--- config.mk ---
export PLATFORM = sky130hd
export DESIGN_NAME = instruction_fetch_unit
export DESIGN_NICKNAME = d
export VERILOG_FILES = /design/src/rtl/instruction_fetch_unit_pkg.sv /design/src/rtl/instruction_fetch_unit_pc_next.sv /design/src/rtl/instruction_fetch_unit.sv
export SDC_FILE = /design/constraint.sdc
export NUM_CORES = 1
export LEC_CHECK = 0
export CAP_MARGIN = 20
export CORE_MARGIN = 2
export CORE_UTILIZATION = 43
export DETAILED_ROUTE_END_ITERATION = 8
export GPL_ROUTABILITY_DRIVEN = 0
export GPL_TIMING_DRIVEN = 0
export PLACE_DENSITY_LB_ADDON = 0.15
export SETUP_SLACK_MARGIN = 0.2
export SYNTH_ARGS = -nofsm -noshare
export SYNTH_HDL_FRONTEND = slang
export SYNTH_SLANG_ARGS = --single-unit
export TNS_END_PERCENT = 50
--- constraint.sdc ---
create_clock -name Clock -period 2 [get_ports Clock]
set_input_delay 0.3 -clock Clock [delete_from_list [all_inputs] [get_ports Clock]]
set_output_delay 0.3 -clock Clock [all_outputs]
set_load 0.02 [all_outputs]
--- src/rtl/instruction_fetch_unit_pkg.sv ---
// Shared definitions for the instruction fetch/decode front end.
// Holds the 28-bit instruction word layout, the opcode constants and the
// next-PC select encoding used between the top and fetch_pc_next.
// No ports (package).
package instruction_fetch_unit_pkg;

  localparam int INSTR_W = 28;

  // Instruction word layout: {opcode, dest, srca, srcb}. Imm overlays srca/srcb.
  localparam int OPC_HI  = 27;
  localparam int OPC_LO  = 24;
  localparam int DEST_HI = 23;
  localparam int DEST_LO = 16;
  localparam int SRCA_HI = 15;
  localparam int SRCA_LO = 8;
  localparam int SRCB_HI = 7;
  localparam int SRCB_LO = 0;
  localparam int IMM_HI  = 15;
  localparam int IMM_LO  = 0;

  localparam logic [3:0] OP_NOP = 4'h0;
  localparam logic [3:0] OP_LED = 4'h1;
  localparam logic [3:0] OP_STO = 4'h2;
  localparam logic [3:0] OP_ADD = 4'h3;
  localparam logic [3:0] OP_SUB = 4'h4;
  localparam logic [3:0] OP_BLE = 4'h5;
  localparam logic [3:0] OP_JMP = 4'h6;

  // Next-PC source select.
  typedef enum logic [1:0] {
    PC_HOLD   = 2'd0,
    PC_SEQ    = 2'd1,
    PC_JMP    = 2'd2,
    PC_BRANCH = 2'd3
  } pc_sel_e;

  function automatic logic [3:0] instr_opcode(input logic [INSTR_W-1:0] w);
    return w[OPC_HI:OPC_LO];
  endfunction

endpackage

--- src/rtl/instruction_fetch_unit_pc_next.sv ---
// fetch_pc_next: combinational next-PC multiplexer for the fetch unit.
// Ports:
//   sel           in  pc_sel_e  hold / sequential / jump / branch select
//   pc            in  PC_W      current PC
//   jmp_target    in  8         JMP target from instr[23:16]
//   branch_target in  8         BLE target from execute
//   pc_next       out PC_W      PC for the next cycle
module fetch_pc_next
  import instruction_fetch_unit_pkg::*;
#(
  parameter int PC_W = 16
) (
  input  pc_sel_e         sel,
  input  logic [PC_W-1:0] pc,
  input  logic [7:0]      jmp_target,
  input  logic [7:0]      branch_target,
  output logic [PC_W-1:0] pc_next
);

  always_comb begin
    pc_next = pc;
    case (sel)
      PC_SEQ:    pc_next = pc + PC_W'(1);        // wraps at the top of the space
      PC_JMP:    pc_next = PC_W'(jmp_target);    // zero-extended
      PC_BRANCH: pc_next = PC_W'(branch_target); // zero-extended
      default:   pc_next = pc;
    endcase
  end

endmodule

--- src/rtl/instruction_fetch_unit.sv ---
// instruction_fetch_unit: fetch/decode front end for the 28-bit program ROM.
// Owns the PC, addresses the combinational ROM, registers the returned word as
// decoded fields, resolves JMP locally and flushes on BLE redirects.
// Ports:
//   Clock, Reset          clock (rising edge), asynchronous active-high reset
//   oAddress              ROM address, straight from the PC register
//   iInstruction          ROM word for oAddress, valid in the same cycle
//   iStall                execute cannot accept this cycle
//   iBranchTaken          execute resolved a taken BLE this cycle
//   iBranchTarget         BLE target, zero-extended to PC_W
//   oValid                decode register holds an issuable instruction
//   oOpcode/oDest/oSrcA/oSrcB/oImm  decoded fields
//   oPC                   address the decoded instruction came from
//   oDbgState             FSM state (0 = FLUSH, 1 = RUN)
//
// Handshake: oValid qualifies every decoded field. Execute takes the decoded
// instruction on any cycle where oValid=1 and iStall=0; while iStall=1 the
// decode register and PC hold. iBranchTaken overrides iStall and discards
// whatever is in flight.
module instruction_fetch_unit
  import instruction_fetch_unit_pkg::*;
#(
  parameter int              PC_W     = 16,
  parameter logic [PC_W-1:0] RESET_PC = '0,
  parameter int              OPC_W    = 4
) (
  input  logic             Clock,
  input  logic             Reset,
  output logic [PC_W-1:0]  oAddress,
  input  logic [27:0]      iInstruction,
  input  logic             iStall,
  input  logic             iBranchTaken,
  input  logic [7:0]       iBranchTarget,
  output logic             oValid,
  output logic [OPC_W-1:0] oOpcode,
  output logic [7:0]       oDest,
  output logic [7:0]       oSrcA,
  output logic [7:0]       oSrcB,
  output logic [15:0]      oImm,
  output logic [PC_W-1:0]  oPC,
  output logic             oDbgState
);

  // FLUSH absorbs the cycle in which a new (reset or redirect) address is
  // first presented to the ROM; RUN fetches every cycle.
  typedef enum logic {
    ST_FLUSH = 1'b0,
    ST_RUN   = 1'b1
  } state_e;

  state_e                 state_q, state_d;
  logic [PC_W-1:0]        pc_q, pc_next;
  logic [INSTR_W-1:0]     dec_q;
  logic [PC_W-1:0]        pc_dec_q;
  logic                   valid_q, valid_d;
  logic                   load_dec;
  pc_sel_e                pc_sel;
  logic                   is_jmp;

  assign is_jmp = (instr_opcode(iInstruction) == OP_JMP);

  always_comb begin
    state_d  = state_q;
    valid_d  = valid_q;
    pc_sel   = PC_HOLD;
    load_dec = 1'b0;
    if (iBranchTaken) begin
      // Wrong-path word on the ROM bus is dropped; target reaches ROM next cycle.
      pc_sel  = PC_BRANCH;
      valid_d = 1'b0;
      state_d = ST_FLUSH;
    end else if (state_q == ST_FLUSH) begin
      valid_d = 1'b0;
      state_d = ST_RUN;
    end else if (iStall) begin
      pc_sel = PC_HOLD;
    end else if (is_jmp) begin
      // The jump target is on oAddress next cycle, so no bubble state is needed.
      pc_sel  = PC_JMP;
      valid_d = 1'b0;
    end else begin
      pc_sel   = PC_SEQ;
      valid_d  = 1'b1;
      load_dec = 1'b1;
    end
  end

  fetch_pc_next #(
    .PC_W (PC_W)
  ) u_pc_next (
    .sel           (pc_sel),
    .pc            (pc_q),
    .jmp_target    (iInstruction[DEST_HI:DEST_LO]),
    .branch_target (iBranchTarget),
    .pc_next       (pc_next)
  );

  always_ff @(posedge Clock or posedge Reset) begin
    if (Reset) begin
      state_q  <= ST_FLUSH;
      pc_q     <= RESET_PC;
      valid_q  <= 1'b0;
      dec_q    <= '0;
      pc_dec_q <= '0;
    end else begin
      state_q <= state_d;
      pc_q    <= pc_next;
      valid_q <= valid_d;
      if (load_dec) begin
        dec_q    <= iInstruction;
        pc_dec_q <= pc_q;
      end
    end
  end

  assign oAddress  = pc_q;
  assign oValid    = valid_q;
  assign oOpcode   = OPC_W'(dec_q[OPC_HI:OPC_LO]);
  assign oDest     = dec_q[DEST_HI:DEST_LO];
  assign oSrcA     = dec_q[SRCA_HI:SRCA_LO];
  assign oSrcB     = dec_q[SRCB_HI:SRCB_LO];
  assign oImm      = dec_q[IMM_HI:IMM_LO];
  assign oPC       = pc_dec_q;
  assign oDbgState = state_q;

endmodule
Yosys cells after proc, flatten, opt, wreduce, memory -nomap -nowiden
Index checks and enable logic that the tools add are counted.

Word-level logic and storage cells: 25. Flip-flop bits (word level): 62. Input port bits: 40.

Mux-type cells: 13. Add/sub/neg operators: 1. Eq/ne operators: 5. Reductions and logical operators: 1.

Operators with widths (number): one-hot mux 16 bit (3 select lines) (1); adder 16 x 1 -> 16 bit (second input constant) (1); two-way mux 1 bit (8); two-way mux 2 bit (4); == test 2 bit (second input constant) (2); == test 4 x 3 -> 1 bit (second input constant) (1); inequality test 3 bit (second input constant) (1); nonzero test 3 bit (1); == test 2 x 1 -> 1 bit (second input constant) (1).

Logic depth before layout (Yosys ltp)
Gate-level depths: netlist (run 1).

Depth after elaboration: 7. Gate-level depth with buffers: 6. Mapped depth without buffers: 5.

By module
Synthesis (run 1) repeated with hierarchy kept, for this count alone.

Cells, all modules: 228. Area, all modules: 3118.0 um2.

By module, submodules not included: instruction_fetch_unit (cells each 138, times used 1, area an instance 2472.4 um2, seq. area each 1551.5 um2); fetch_pc_next (cells each 90, times used 1, area an instance 645.6 um2, seq. area each 0.0 um2).

Worst setup path after synthesis (run 1)
No wires, ideal clock.

Path type: reg2reg. Start point: register pc_q[0], in the netlist oAddress[0]. End point: register pc_q[14], in the netlist oAddress[14]. Period minus slack after synthesis: 1685 ps. Stages on the path, launching flop included: 7. Arrival time: 1608 ps. Slack: 315 ps. Required time: 1922 ps. Path buffers: 1. Cell sequence: dfrtp_1 -> ha_1 -> and3_1 -> buf_2 -> o2111ai_2 -> or3_1 -> a21oi_1.

Cells in the longest elaborated chain, start to end: 2.

Ends and longest elaborated chain: start, declared (line instruction_fetch_unit.sv:52) `logic [PC_W-1:0] pc_q, pc_next;`; start signal, assigned (line instruction_fetch_unit.sv:107) `pc_q <= pc_next;`; adder 16 x 1 -> 16 bit (line instruction_fetch_unit_pc_next.sv:23) `PC_SEQ: pc_next = pc + PC_W'(1);`; one-hot mux 16 bit (3 select lines) (line instruction_fetch_unit_pc_next.sv:22) `case (sel)`.

No other way between the ends. A chain may end at the register's enable or synchronous reset.

Worst setup path after layout (run 1)
Start point: register pc_q[7], in the netlist oAddress[7]. End point: output oAddress[7].

RTL lines: end, declared (line instruction_fetch_unit.sv:29) `output logic [PC_W-1:0] oAddress,`.

No word-level cell between the ends.

==> results of run 1 <==
-- metrics by stage --
| stage | power, mW | std cells | setup TNS, ps |
|---|---|---|---|
| 3_3_place_gp | 2.82 | 427 | -5610 |
| 3_5_place_dp | 2.86 | 428 | -6380 |
| 5_1_grt | 4.17 | 444 | 0 |
| 6_report | 3.96 | 444 | 0 |
| 4_1_cts | 4.00 | 444 | 0 |
| 2_1_floorplan | 2.21 | 234 | 0 |
-- final timing paths --
path / cells after the start / endpoint / slack (ps)
hold / removal: 2 / oDbgState$_DFF_PP0_ / 330
max in group asynchronous: 3 / oAddress[1]$_DFFE_PP0P_ / 910
min in group asynchronous: 2 / dec_q[11]$_DFFE_PP0P_ / 490
hold reg to reg: 1 / oPC[8]$_DFFE_PP0P_ / 500
setup reg to reg: 6 / oAddress[14]$_DFFE_PP0P_ / 300
setup / recovery: 1 / oAddress[7] / 220
-- report_power, final --
| part | switching (mW) | total [mW] | internal (mW) |
|---|---|---|---|
| sequential | 0.125 | 1.55 | 1.43 |
| clock | 0.491 | 1.13 | 0.641 |
| combinational | 0.565 | 1.27 | 0.707 |
| total | 1.18 | 3.96 | 2.78 |
-- layer usage --
layer | GRT usage, % | part of all wire (%) | routed length [um]
met5 | 0 | 0 | 0
met1 | 25.0 | 42 | 2890
met4 | 7.79 | 0.96 | 66
met3 | 5.39 | 5.7 | 389
met2 | 33.7 | 51 | 3520
-- Yosys cell counts (2+ instances only) --
cell type  count  area share (%)
nand3_1        4            0.70
mux2_2        44              17
nor2_1         5            0.65
buf_2          8             1.4
a211oi_1       2            0.52
inv_1          3            0.39
and2_1         2            0.44
nand2_1        9             1.2
nor3_1         3            0.52
a31oi_1        2            0.44
nand4_1        2            0.44
o21ai_0       15             2.6
buf_4         18             4.7
o22ai_1        3            0.65
dfrtp_1       62              54
and3_1         7             1.5
or3_1          5             1.1
a21oi_1       11             1.9
-- registers in the layout, summed over array words and instances, names as in the netlist --
| signal | count |
|---|---|
| oAddress | 16 |
| dec_q | 28 |
| oDbgState | 1 |
| oPC | 16 |
| oValid | 1 |
-- cells by family after synthesis --
family | after synthesis | synth area share [%]
compound gates | 45 | 10.6
fa+ha+maj | 1 | 0.435
xor+xnor | 2 | 0.610
buf+inv | 33 | 7.40
mux | 45 | 17.6
flops | 62 | 54.0
simple gates | 46 | 9.36
-- cell type report --
type | count | area, um^2
flip-flops and latches | 62 | 1550
clock buffers | 11 | 151
fillers | 506 | 2040
clock inverters | 5 | 57.6
repair buffers | 117 | 1180
inverters | 4 | 18.8
well taps | 77 | 96.3
multi-input cells | 139 | 1110
plain buffers | 29 | 214
==> flow_metrics.tcl, run 1 <==
set metrics [dict create \
    rsz0062_at_grt "true" \
    min_from "iBranchTaken" \
    grt_usage_pct 20.2 \
    vias 2273 \
    post_drt_wl_per_cell_um 15.5 \
    coreArea_um2 6420 \
    placed_cell_area_um2 4150 \
    cts_tree "done" \
    slew_headroom_pct 40.8 \
    tightest_slew_ps 886 \
    rows 29 \
    grt_max_degree 41 \
    drtIter0Drc 84 \
    clock_path_buffers 2 \
    clk_transition_reported_paths_ps 70 \
    syn_area_per_cell_um2 12.3 \
    final_cell_mix "115 x clkdlybuf4s50_1, 60 x dfrtp_1, 44 x mux2_2" \
    violations "design-rule violations" \
    dp_hpwl_um 5120 \
    antenna_found_initial 0 \
    finalHoldViolations 0 \
    critPathLaunch "oAddress[7]$_DFFE_PP0P_" \
    ir_drop_mv 0.650 \
    num_antenna_cells 0 \
    drv_cap 0 \
    critical_path_buf_inv_count 1 \
    ys_seq_area_share_pct 54.0 \
    synth_nets 275 \
    drv_slew 0 \
    critPathCaptureType "primary output" \
    cp.required_ps 1700 \
    area_delta_synth_final_pct 52.7 \
    die_w_um 85.7 \
    drive_gt1_share_pct 27.8 \
    drt-total-wl_um 6870 \
    post_cts_buffers 0 \
    drcViolationCount 9 \
    status "finished with violations" \
    critPathSlowestCell "clkdlybuf4s50_1" \
    fin_nets 403 \
    cts_sinks 62 \
    mostFrequentLayoutCell "clkdlybuf4s50_1" \
    synth_cells 234 \
    netlist_area_um2 2870 \
    power_per_cell_area_nw_per_um2 903 \
    setup_ws_ps 222 \
    synth_enable_flop_cells 0 \
    critPathMaxFanout 9 \
    cp.arrival_ps 1480 \
    cts_max_level 3 \
    ys.flop_type "dfrtp_1" \
    hold_class "in2reg" \
    synth_seq_cells 62 \
    grt-ovfl-total 0 \
    ys_async_sr_fraction_pct 100 \
    start_util_pct 44.7 \
    cts_inserted_buffers 9 \
    ys_types 47 \
    skew_ps 4.94 \
    cp-start-kind "flip-flop" \
    setup_viol 0 \
    critical_path.max_stage_delay_ps 660 \
    grt_pass1_vias 2335 \
    path_cells "clkdlybuf4s50_1" \
    yosys_warnings 0 \
    die_y_um 85.7 \
    fin_util_pct 68.3 \
    first_pass_iters 8 \
    grt_pass1_wl_um 11500 \
    worstSetupPathType "reg2out" \
    critPathTopFamily "buffers and inverters" \
    ant_nets 0 \
    io_pins 118 \
    max_freq_mhz 562 \
    dieArea_um2 7350 \
    avgViaCountPerCell 5.12 \
    hold_buffers 0 \
    ctsRootBufferMaster "clkbuf_8" \
    final_cell_area_um2 4390 \
    period_needed_ps 1780 \
    portBuffers 116 \
    p_leak_nw 1.85 \
    period_share_pct 88.9 \
    clkLatencyLatePin_ps 330 \
    dpl_worst_slack_ps -181 \
    cts_resized 3 \
    holdWs_ps 326 \
    r2r_start "oAddress[0]$_DFFE_PP0P_" \
]
Power figures use the tool's default switching activity.
==> inputs of run 2 (changes only) <==
--- a/config.mk
+++ b/config.mk
@@ -11,7 +11,7 @@
 export DETAILED_ROUTE_END_ITERATION = 8
 export GPL_ROUTABILITY_DRIVEN = 0
 export GPL_TIMING_DRIVEN = 0
-export PLACE_DENSITY_LB_ADDON = 0.15
+export PLACE_DENSITY_LB_ADDON = 0.3
 export SETUP_SLACK_MARGIN = 0.2
 export SYNTH_ARGS = -nofsm -noshare
 export SYNTH_HDL_FRONTEND = slang
==> run 2 against run 1 <==
Against the previous run:
- the run still ends with design-rule violations left
- sequential power about the same
- via count increased by 2.2%
- worst setup slack improved by 4.0 ps
- power rose by 3.8%
- register-to-register slack improved by 20 ps
- die area unchanged
- final area up 0.74%
- critical endpoint unchanged
- sequential share of layout area decreased by 0.26 points
- clock skew up 1.7 ps
- fmax is 0.23% higher
- global-route usage decreased by 0.25 points
==> flow_metrics.tcl, run 2 (synthesized netlist as in run 1, its figures left out) <==
set metrics [dict create \
    status "finished with violations" \
    violations "design-rule violations" \
    regMostFlops "dec_q" \
    dp_hpwl_um 5110 \
    final.setup.tns_ps 0 \
    portBuffers 116 \
    final_cell_mix "115 x clkdlybuf4s50_1, 60 x dfrtp_1, 44 x mux2_2" \
    grt_usage_pct 19.9 \
    r2r_slack_ps 320 \
    coreArea_um2 6420 \
    critPathCapture "oAddress[7]" \
    largest_reg_flops 28 \
    critPathLaunch "oAddress[7]$_DFFE_PP0P_" \
    r2r_start "oAddress[1]$_DFFE_PP0P_" \
    area_delta_synth_final_pct 53.8 \
    reg2reg_depth 6 \
    critical_path.max_stage_delay_ps 660 \
    ant_nets 0 \
    cts_inserted_buffers 9 \
    power_per_cell_area_nw_per_um2 929 \
    rsz0062_at_grt "true" \
    critPathCaptureType "primary output" \
    cp.arrival_ps 1470 \
    critPathSlowestCell "clkdlybuf4s50_1" \
    mostFrequentLayoutCell "clkdlybuf4s50_1" \
    cts_max_level 3 \
    critPathMaxFanout 9 \
    critPathTopFamily "buffers and inverters" \
    rows 29 \
    period_needed_ps 1770 \
    path_cells "clkdlybuf4s50_1" \
    antenna_found_initial 0 \
    hold_buffers 0 \
    tightest_slew_ps 513 \
    clk_transition_reported_paths_ps 70 \
    drt-total-wl_um 6850 \
    post_drt_wl_per_cell_um 15.4 \
    drv_slew 0 \
    fin_nets 405 \
    ir_drop_mv 0.670 \
    p_total_mw 4.11 \
    nFillCells 491 \
    cp-start-kind "flip-flop" \
    drive_gt1_share_pct 27.9 \
    clkLatencyLatePin_ps 330 \
    drv_cap 0 \
    avgViaCountPerCell 5.21 \
    r2r_end "oAddress[14]$_DFFE_PP0P_" \
    dieArea_um2 7350 \
    skew_ps 6.65 \
    grt_max_degree 42 \
    die_y_um 85.7 \
    die_w_um 85.7 \
    io_pins 118 \
    grt-ovfl-total 0 \
    setup_viol 0 \
    hold_class "in2reg" \
    grt_pass1_vias 2331 \
    critical_path_buf_inv_count 1 \
    cts_sinks 62 \
    cp.required_ps 1700 \
    drcViolationCount 11 \
    num_antenna_cells 0 \
    period_share_pct 88.7 \
    drtIter0Drc 106 \
    p_leak_nw 1.89 \
    first_pass_iters 6 \
    worstSetupPathType "reg2out" \
    ctsRootBufferMaster "clkbuf_8" \
    grt_pass1_wl_um 11400 \
    slew_headroom_pct 65.7 \
    vias 2322 \
    finalHoldViolations 0 \
    worstSetupPathDepth 1 \
    start_util_pct 44.7 \
    max_freq_mhz 564 \
    cts_tree "done" \
    clock_path_buffers 2 \
]
-- run 2: cell count changes in the layout (fill, tap and decap cells not counted), sizes merged --
cell	change
dlygate4sd2	-1
dlymetal6s2s	+1
clkbuf	+1
buf	+3
bufinv	+1
clkinvlp	-3
-- run 2: metrics by stage --
stage	cells	hold slack, ps	util, %	instance area (um^2)	setup slack, ps
3_3_place_gp	427	487	64.4	4130	-130
5_1_grt	446	316	68.8	4420	154
4_1_cts	444	300	68.4	4390	197
2_1_floorplan	234	419	-	2880	315
6_report	446	314	68.8	4420	226
3_5_place_dp	428	492	64.7	4150	-171
-- run 2: what timing repair did --
action / in CTS / in global routing
setup buffers: 0 / 2
gates resized for setup: 1 / 9
setup endpoints to repair: 3 / 38
pin swaps: 0 / 0
-- run 2: where the power goes --
group | internal [mW] | total (mW) | switching [mW]
clock | 0.803 | 1.27 | 0.469
sequential | 1.43 | 1.55 | 0.122
combinational | 0.712 | 1.28 | 0.571
-- run 2: worst register-to-register path, stage by stage, from the launching register on --
cell       delay, ps
dfrtp_2          410
ha_1             200
and3_1           150
buf_2            190
o2111ai_2        150
or3_1            370
a21oi_1          140
-- run 2: how the worst min path moves through the flow --
| stage | to | startpoint | cells past startpoint | slack, ps |
|---|---|---|---|---|
| floorplan | dec_q[0]$_DFFE_PP0P_ | Reset | 1 | 420 |
| global placement | dec_q[20]$_DFFE_PP0P_ | dec_q[20]$_DFFE_PP0P_ | 1 | 490 |
| detailed placement | oPC[13]$_DFFE_PP0P_ | oPC[13]$_DFFE_PP0P_ | 1 | 490 |
| CTS | oDbgState$_DFF_PP0_ | iBranchTaken | 2 | 300 |
| global route | oDbgState$_DFF_PP0_ | iBranchTaken | 2 | 320 |
| finish | oDbgState$_DFF_PP0_ | iBranchTaken | 2 | 310 |
-- run 2: layout make-up --
cell class                 instances  area [um^2]  area share (%)
tap                               77         96.3            2.18
clock inverter                     3         65.1            1.47
sequential                        62         1550            35.2
buffer                            29          208            4.70
timing repair buffer             119         1200            27.1
clock buffer                      13          169            3.82
multi-input combinational        139         1110            25.1
inverter                           4         18.8           0.425
-- run 2: routing by layer --
layer	part of all wire [%]	GRT usage [%]	vias to the layer above
li1	-	-	1088
met1	41	25.3	1128
met2	48	32.0	97
met3	9.2	5.68	9
met4	1.6	8.51	0
met5	0	0	-
